**config.mk**
```make
export PLATFORM = sky130hd
export DESIGN_NAME = reg_pipeline
export DESIGN_NICKNAME = d
export VERILOG_FILES = /design/src/rtl/reg_pipeline.sv
export SDC_FILE = /design/constraint.sdc
export NUM_CORES = 1
export LEC_CHECK = 0
export ABC_AREA = 0
export CAP_MARGIN = 20
export CORE_ASPECT_RATIO = 0.6
export CORE_MARGIN = 8
export CORE_UTILIZATION = 44
export DETAILED_ROUTE_END_ITERATION = 7
export PLACE_DENSITY = 0.73
export SYNTH_ARGS = -nofsm -noshare
export SYNTH_HDL_FRONTEND = slang
export SYNTH_SLANG_ARGS = --single-unit
```
**constraint.sdc**
```tcl
create_clock -name clk -period 1.5 [get_ports clk]
set_input_delay 0.3 -clock clk [delete_from_list [all_inputs] [get_ports clk]]
set_output_delay 0.3 -clock clk [all_outputs]
set_load 0.1 [all_outputs]
```
**src/rtl/reg_pipeline.sv**
```systemverilog
// Elastic WIDTH x DEPTH register pipeline with valid/ready handshake, bubble
// collapsing, synchronous flush and occupancy count.
module reg_pipeline #(
  parameter int unsigned      WIDTH      = 8,
  parameter int unsigned      DEPTH      = 3,
  parameter logic [WIDTH-1:0] RST_VAL    = '0,
  parameter bit               CLEAR_DATA = 1'b0
) (
  input  logic                       clk,
  input  logic                       rst,
  input  logic                       flush,
  input  logic                       in_valid,
  output logic                       in_ready,
  input  logic [WIDTH-1:0]           in_data,
  output logic                       out_valid,
  input  logic                       out_ready,
  output logic [WIDTH-1:0]           out_data,
  output logic [$clog2(DEPTH+1)-1:0] occupancy
);

  localparam int unsigned OccW = $clog2(DEPTH + 1);

  logic [DEPTH-1:0] v_q, v_d;
  logic [WIDTH-1:0] d_q [DEPTH];
  logic [WIDTH-1:0] d_d [DEPTH];
  logic [DEPTH-1:0] r;
  logic [DEPTH-1:0] uv;
  logic [WIDTH-1:0] ud [DEPTH];

  // A stage is ready when it is empty or everything downstream of it can move.
  always_comb begin
    logic acc;
    acc = out_ready;
    r   = '0;
    for (int k = int'(DEPTH) - 1; k >= 0; k--) begin
      acc  = ~v_q[k] | acc;
      r[k] = acc;
    end
  end

  always_comb begin
    uv[0] = in_valid;
    ud[0] = in_data;
    for (int unsigned k = 1; k < DEPTH; k++) begin
      uv[k] = v_q[k-1];
      ud[k] = d_q[k-1];
    end
  end

  always_comb begin
    for (int unsigned k = 0; k < DEPTH; k++) begin
      v_d[k] = v_q[k];
      d_d[k] = d_q[k];
      if (flush) begin
        v_d[k] = 1'b0;
        if (CLEAR_DATA) d_d[k] = RST_VAL;
      end else if (r[k]) begin
        v_d[k] = uv[k];
        // Data only moves with a valid word so an emptied stage keeps its value.
        if (uv[k]) d_d[k] = ud[k];
      end
    end
  end

  always_ff @(posedge clk or posedge rst) begin
    if (rst) begin
      v_q <= '0;
      for (int unsigned k = 0; k < DEPTH; k++) d_q[k] <= RST_VAL;
    end else begin
      v_q <= v_d;
      d_q <= d_d;
    end
  end

  always_comb begin
    occupancy = '0;
    for (int unsigned k = 0; k < DEPTH; k++) occupancy = occupancy + OccW'(v_q[k]);
  end

  assign in_ready  = r[0];
  assign out_valid = v_q[DEPTH-1];
  assign out_data  = d_q[DEPTH-1];

endmodule

```
Yosys cells after proc, flatten, opt, wreduce, memory -nomap -nowiden:

Index checks and enable logic that the tools add are counted.

* latch bits: 0
* bits in read-only memories: 0
* input port bits: 13
* register bits after elaboration: 27
* memories: 0
* bits in writable memories: 0
* output and inout bits: 12
* word-level logic and storage cells: 27

* $mul: 0
* div/mod/pow operators: 0
* reduce and logical (&&, ||, !) cells: 6
* multiplexer cells: 6
* bitwise operators: 7
* equal/unequal tests: 0
* shift operators: 0
* $add $sub $neg: 2
* order comparisons: 0

Operator list (count)
* 3-bit AND reduction: 3
* 1-bit two-way mux: 6
* 2-bit nonzero test: 3
* 1-bit inverter: 4
* 1-bit OR: 3
* 1-bit by 1-bit adder with 2-bit output: 1
* 2-bit by 1-bit adder with 2-bit output: 1

Logic depth before layout (Yosys ltp):

* word-level depth: 6
* depth in mapped cells: 4
* gate-level depth less buffers: 3

Worst setup path after synthesis:

No wires, ideal clock.

* kind: register to register
* from: reg v_q[2]
* to: reg d_q[16] (netlist name)
* cell stages (with the launch flop): 4
* clock period less this slack: 3.225 ns
* path slack: -1.725 ns
* path buffers: 0
* data arrival time: 3.100 ns
* cell sequence: dfrtp_1 nand4b_1 nand3b_2 mux2_2

* word-level cells in the longest chain between the ends: 5

RTL lines
* from (decl): line 23 `logic [DEPTH-1:0] v_q, v_d;`
* from (signal assigned): line 70 `v_q <= v_d;`
* 1-bit inverter: line 36 `acc = ~v_q[k] | acc;`
* 1-bit OR (3 in series): line 36
* net in_ready: line 13 `output logic in_ready,`
* 3-bit AND reduction (no line)
* to (signal assigned): line 71 `d_q <= d_d;`
* to (decl): line 24 `logic [WIDTH-1:0] d_q [DEPTH];`

The timed path passes the listed nets, and every way through them passes these cells.
A chain may end at the register's enable or synchronous reset.

Worst setup path in the final report:

* from: reg v_q[2]
* to: out occupancy[0]

* word-level cells in the longest chain between the ends: 1

RTL lines
* 2-bit by 1-bit adder with 2-bit output: line 77 `for (int unsigned k = 0; k < DEPTH; k++) occupancy = occupancy + OccW'(v_q[k]);`
* to (decl): line 18 `output logic [$clog2(DEPTH+1)-1:0] occupancy`

No other way between the ends.

==> summary.md <==
| Metric | Value |
|---|---|
| Static Leak | `0.000775 uW` |
| Antenna violations before repair | `0` |
| N_diodes | `0` |
| Routed wl met3 | `~120 um` |
| Post-Syn Nets | `89` |
| Count leader, synth | `dfrtp_1` |
| Layout cells sized above 1 | `53.3%` |
| Global-route wire length before repair | `3420 um` |
| WP data arrival | `1510 ps` |
| Detailed Route WL | `~2100 um` |
| Yosys top cell area share | `between 50% and 60%` |
| Vias in the first global route | `between 600 and 700` |
| Core ar. | `0.00250 mm2` |
| Final setup violating endpoints | `27` |
| Worst-Skew Late Latency | `270 ps` |
| Worst R2R Setup Slack | `-180 ps` |
| Routed wl met2 | `991 um` |
| Fillcell total | `174` |
| Sw frac | `42.0%` |
| Sequential cell area | `between 600 and 700 um2` |
| Clock share of power | `13.5%` |
| Avg Inst Size Synth | `15.5 um2` |
| Largest net degree at the start of global routing | `28` |
| Status | `finished, violations left` |
| IO buf count | `24` |
| Crit-path max FO | `2` |
| Failing checks | `setup timing` |
| Final Cell Area | `between 0.0015 and 0.002 mm2` |
| Final setup TNS | `-3660 ps` |
| Setup ws final | `-308 ps` |
| Synth cell count leaders | `27 x dfrtp_1, 16 x mux2_2, 8 x buf_4, 8 x mux2_4` |
| Synthesized flop and latch total | `27` |
| CTS Root Cell | `clkbuf_8` |
| H-tree depth | `1` |
| Placed Area | `0.00155 mm2` |
| Average wire per standard cell | `15.5 um` |
| Global route overflow | `0` |
| Pwr/cell area | `about 1800 mW/mm2` |
| Worst Path Required | `about 1200 ps` |
| Critical path class | `register to output port` |
| Vias per cell | `4.63` |
| Combinational power share | `49.9%` |
| Distinct cell type count after synthesis | `14` |
| Post-synth EDFFs | `0` |
| Async SR Flop Fraction | `100%` |
| CTS tree | `done` |
| DRC viols | `0` |
| # IOs | `25` |
| Die height | `55.8 um` |
| Post-DRT Antenna Nets | `0` |
| Final hold violations | `0` |
| DP HPWL | `1670 um` |
| Syn Inst Count | `75` |
| Slew margin rel. | `about four fifths` |
| Area growth syn-to-layout | `42.7%` |
| Slew Viols, Final | `0` |
| Synth Flop Type | `dfrtp_1` |
| Synthesis Warnings | `0` |
| First drt pass iteration count | `3` |
| Routability cong. | `0.753` |
| Die area | `0.00460 mm2` |
| Min Tclk post-route | `1810 ps` |
| Fmax | `around 550 MHz` |
| R2r endpoint | `out_data[6]$_DFFE_PP0P_` |
| Die X | `82.4 um` |
| P_int | `around 1700 uW` |
| Clock skew | `5.59 ps` |
| Reg2reg start | `v_q[2]$_DFFE_PP0P_` |
| Net Sw Power | `1240 uW` |
| Post-synthesis sequential area ratio | `58.1%` |
| Worst setup EP type | `output port` |
| Worst R2R Path Depth | `5` |
| CTS Sinks | `27` |
| # rows | `14` |
| Final worst-path cycle share | `121%` |
| GRT Overall Usage | `between 9 and 10%` |
| Post-layout nets | `120` |
| Mapped cell area | `0.00116 mm2` |
| Initial Util | `a little under half` |
| Top area cells in the synthesized netlist | `dfrtp_1 58%, mux2_2 15%, mux2_4 10%` |
| CTS Buffer Depth | `2` |
| Startpoint types | `register` |
| Sequential power share | `around 37%` |
| Max Cap Viol | `0` |
| Multi-input logic area | `418 um2` |
| DR vias | `634` |
| Leading area contributor after synthesis | `dfrtp_1` |
| Worst hold path class | `input port to async pin` |
| Clock-pin slew on the worst setup and hold paths | `around 90 ps` |
| Initial DRC Count | `22` |
| Number of buffers created by CTS | `3` |
| Max Used Layer | `met4` |
| Worst hold slack | `384 ps` |
| Slew @ Worst Pin | `323 ps` |
| Wl on met1 | `slightly below 1000 um` |
| RSZ-0062 raised after global routing | `yes` |
| VDD IR max | `0.774 mV` |
## cells in the final DEF (no fill, tap or decap), types with 2 or more instances in the layout
cell type,n
buf_12,12
a21oi_1,2
clkdlybuf4s50_1,12
inv_1,3
mux2_4,10
buf_4,8
mux2_2,14
buf_6,4
nor2_1,3
dfrtp_1,26
clkbuf_8,3
## kinds of logic after synthesis
logic type,Yosys count,synth area share [%]
adder cells (fa/ha/maj),1,1.72
AND/OR/NAND/NOR,7,4.62
flip-flops,27,58.1
buffers and inverters,13,8.06
AO/OA/AOI/OAI,3,1.72
multiplexers,24,25.8
## power groups by stage
stage	Sequential [uW]	Clock [uW]	Combinational, uW
after floorplan	1010	0	1130
after global placement	1090	0	1460
after detailed placement	1100	0	1470
after CTS	1080	407	1480
after global routing	1110	439	1510
final	1080	401	1480
## critical path: stages, from the launching register on
cell and delay [ps]:
dfrtp_4 500, fa_1 540, buf_12 180
## per-stage QoR
stage	std cells	setup WS, ps	utilization, %	power [uW]
2_1_floorplan	75	-1180	-	2130
3_3_place_gp	129	-317	62.0	2550
3_5_place_dp	129	-338	62.0	2570
4_1_cts	136	-306	65.2	2970
5_1_grt	137	-329	66.3	3060
6_report	137	-308	66.3	2960
## layer usage
| layer | vias to the layer above | track usage (%) |
|---|---|---|
| li1 | 308 | - |
| met4 | 0 | 5.22 |
| met1 | 305 | 13.0 |
| met3 | 5 | 2.74 |
| met5 | - | 0 |
| met2 | 16 | 13.9 |
## cell type report
class	instances	area share, %
well taps	32	2.41
repair buffers	36	28.0
clock inverters	1	0.301
clock buffers	3	2.49
multi-input cells	35	25.2
inverters	3	0.678
flip-flops and latches	27	40.9
## how the worst max path moves through the flow
stage	from	to	slack, ps	depth (start not counted)
after floorplan	v_q[2]$_DFFE_PP0P_	d_q[16]$_DFFE_PP0P_	-1180	3
after global placement	out_ready	out_data[5]$_DFFE_PP0P_	-320	5
after detailed placement	out_ready	out_data[3]$_DFFE_PP0P_	-340	5
after CTS	v_q[1]$_DFFE_PP0P_	occupancy[0]	-310	2
after global routing	v_q[2]$_DFFE_PP0P_	occupancy[0]	-330	2
final	v_q[2]$_DFFE_PP0P_	occupancy[0]	-310	2
## sequential cells by signal, indices dropped and copies added, names as in the netlist
signal and count:
d_q 16, out_data 8, v_q 3
## timing repair
| action | 4_1_cts | 5_1_grt |
|---|---|---|
| hold buffers | 0 | 0 |
| setup endpoints to repair | 19 | 27 |
| gates cloned | 0 | 0 |
| gates resized for setup | 3 | 4 |
| buffers inserted | 3 | 3 |
| pin swaps | 1 | 0 |
No activity file was read; power rests on OpenSTA's default activity.
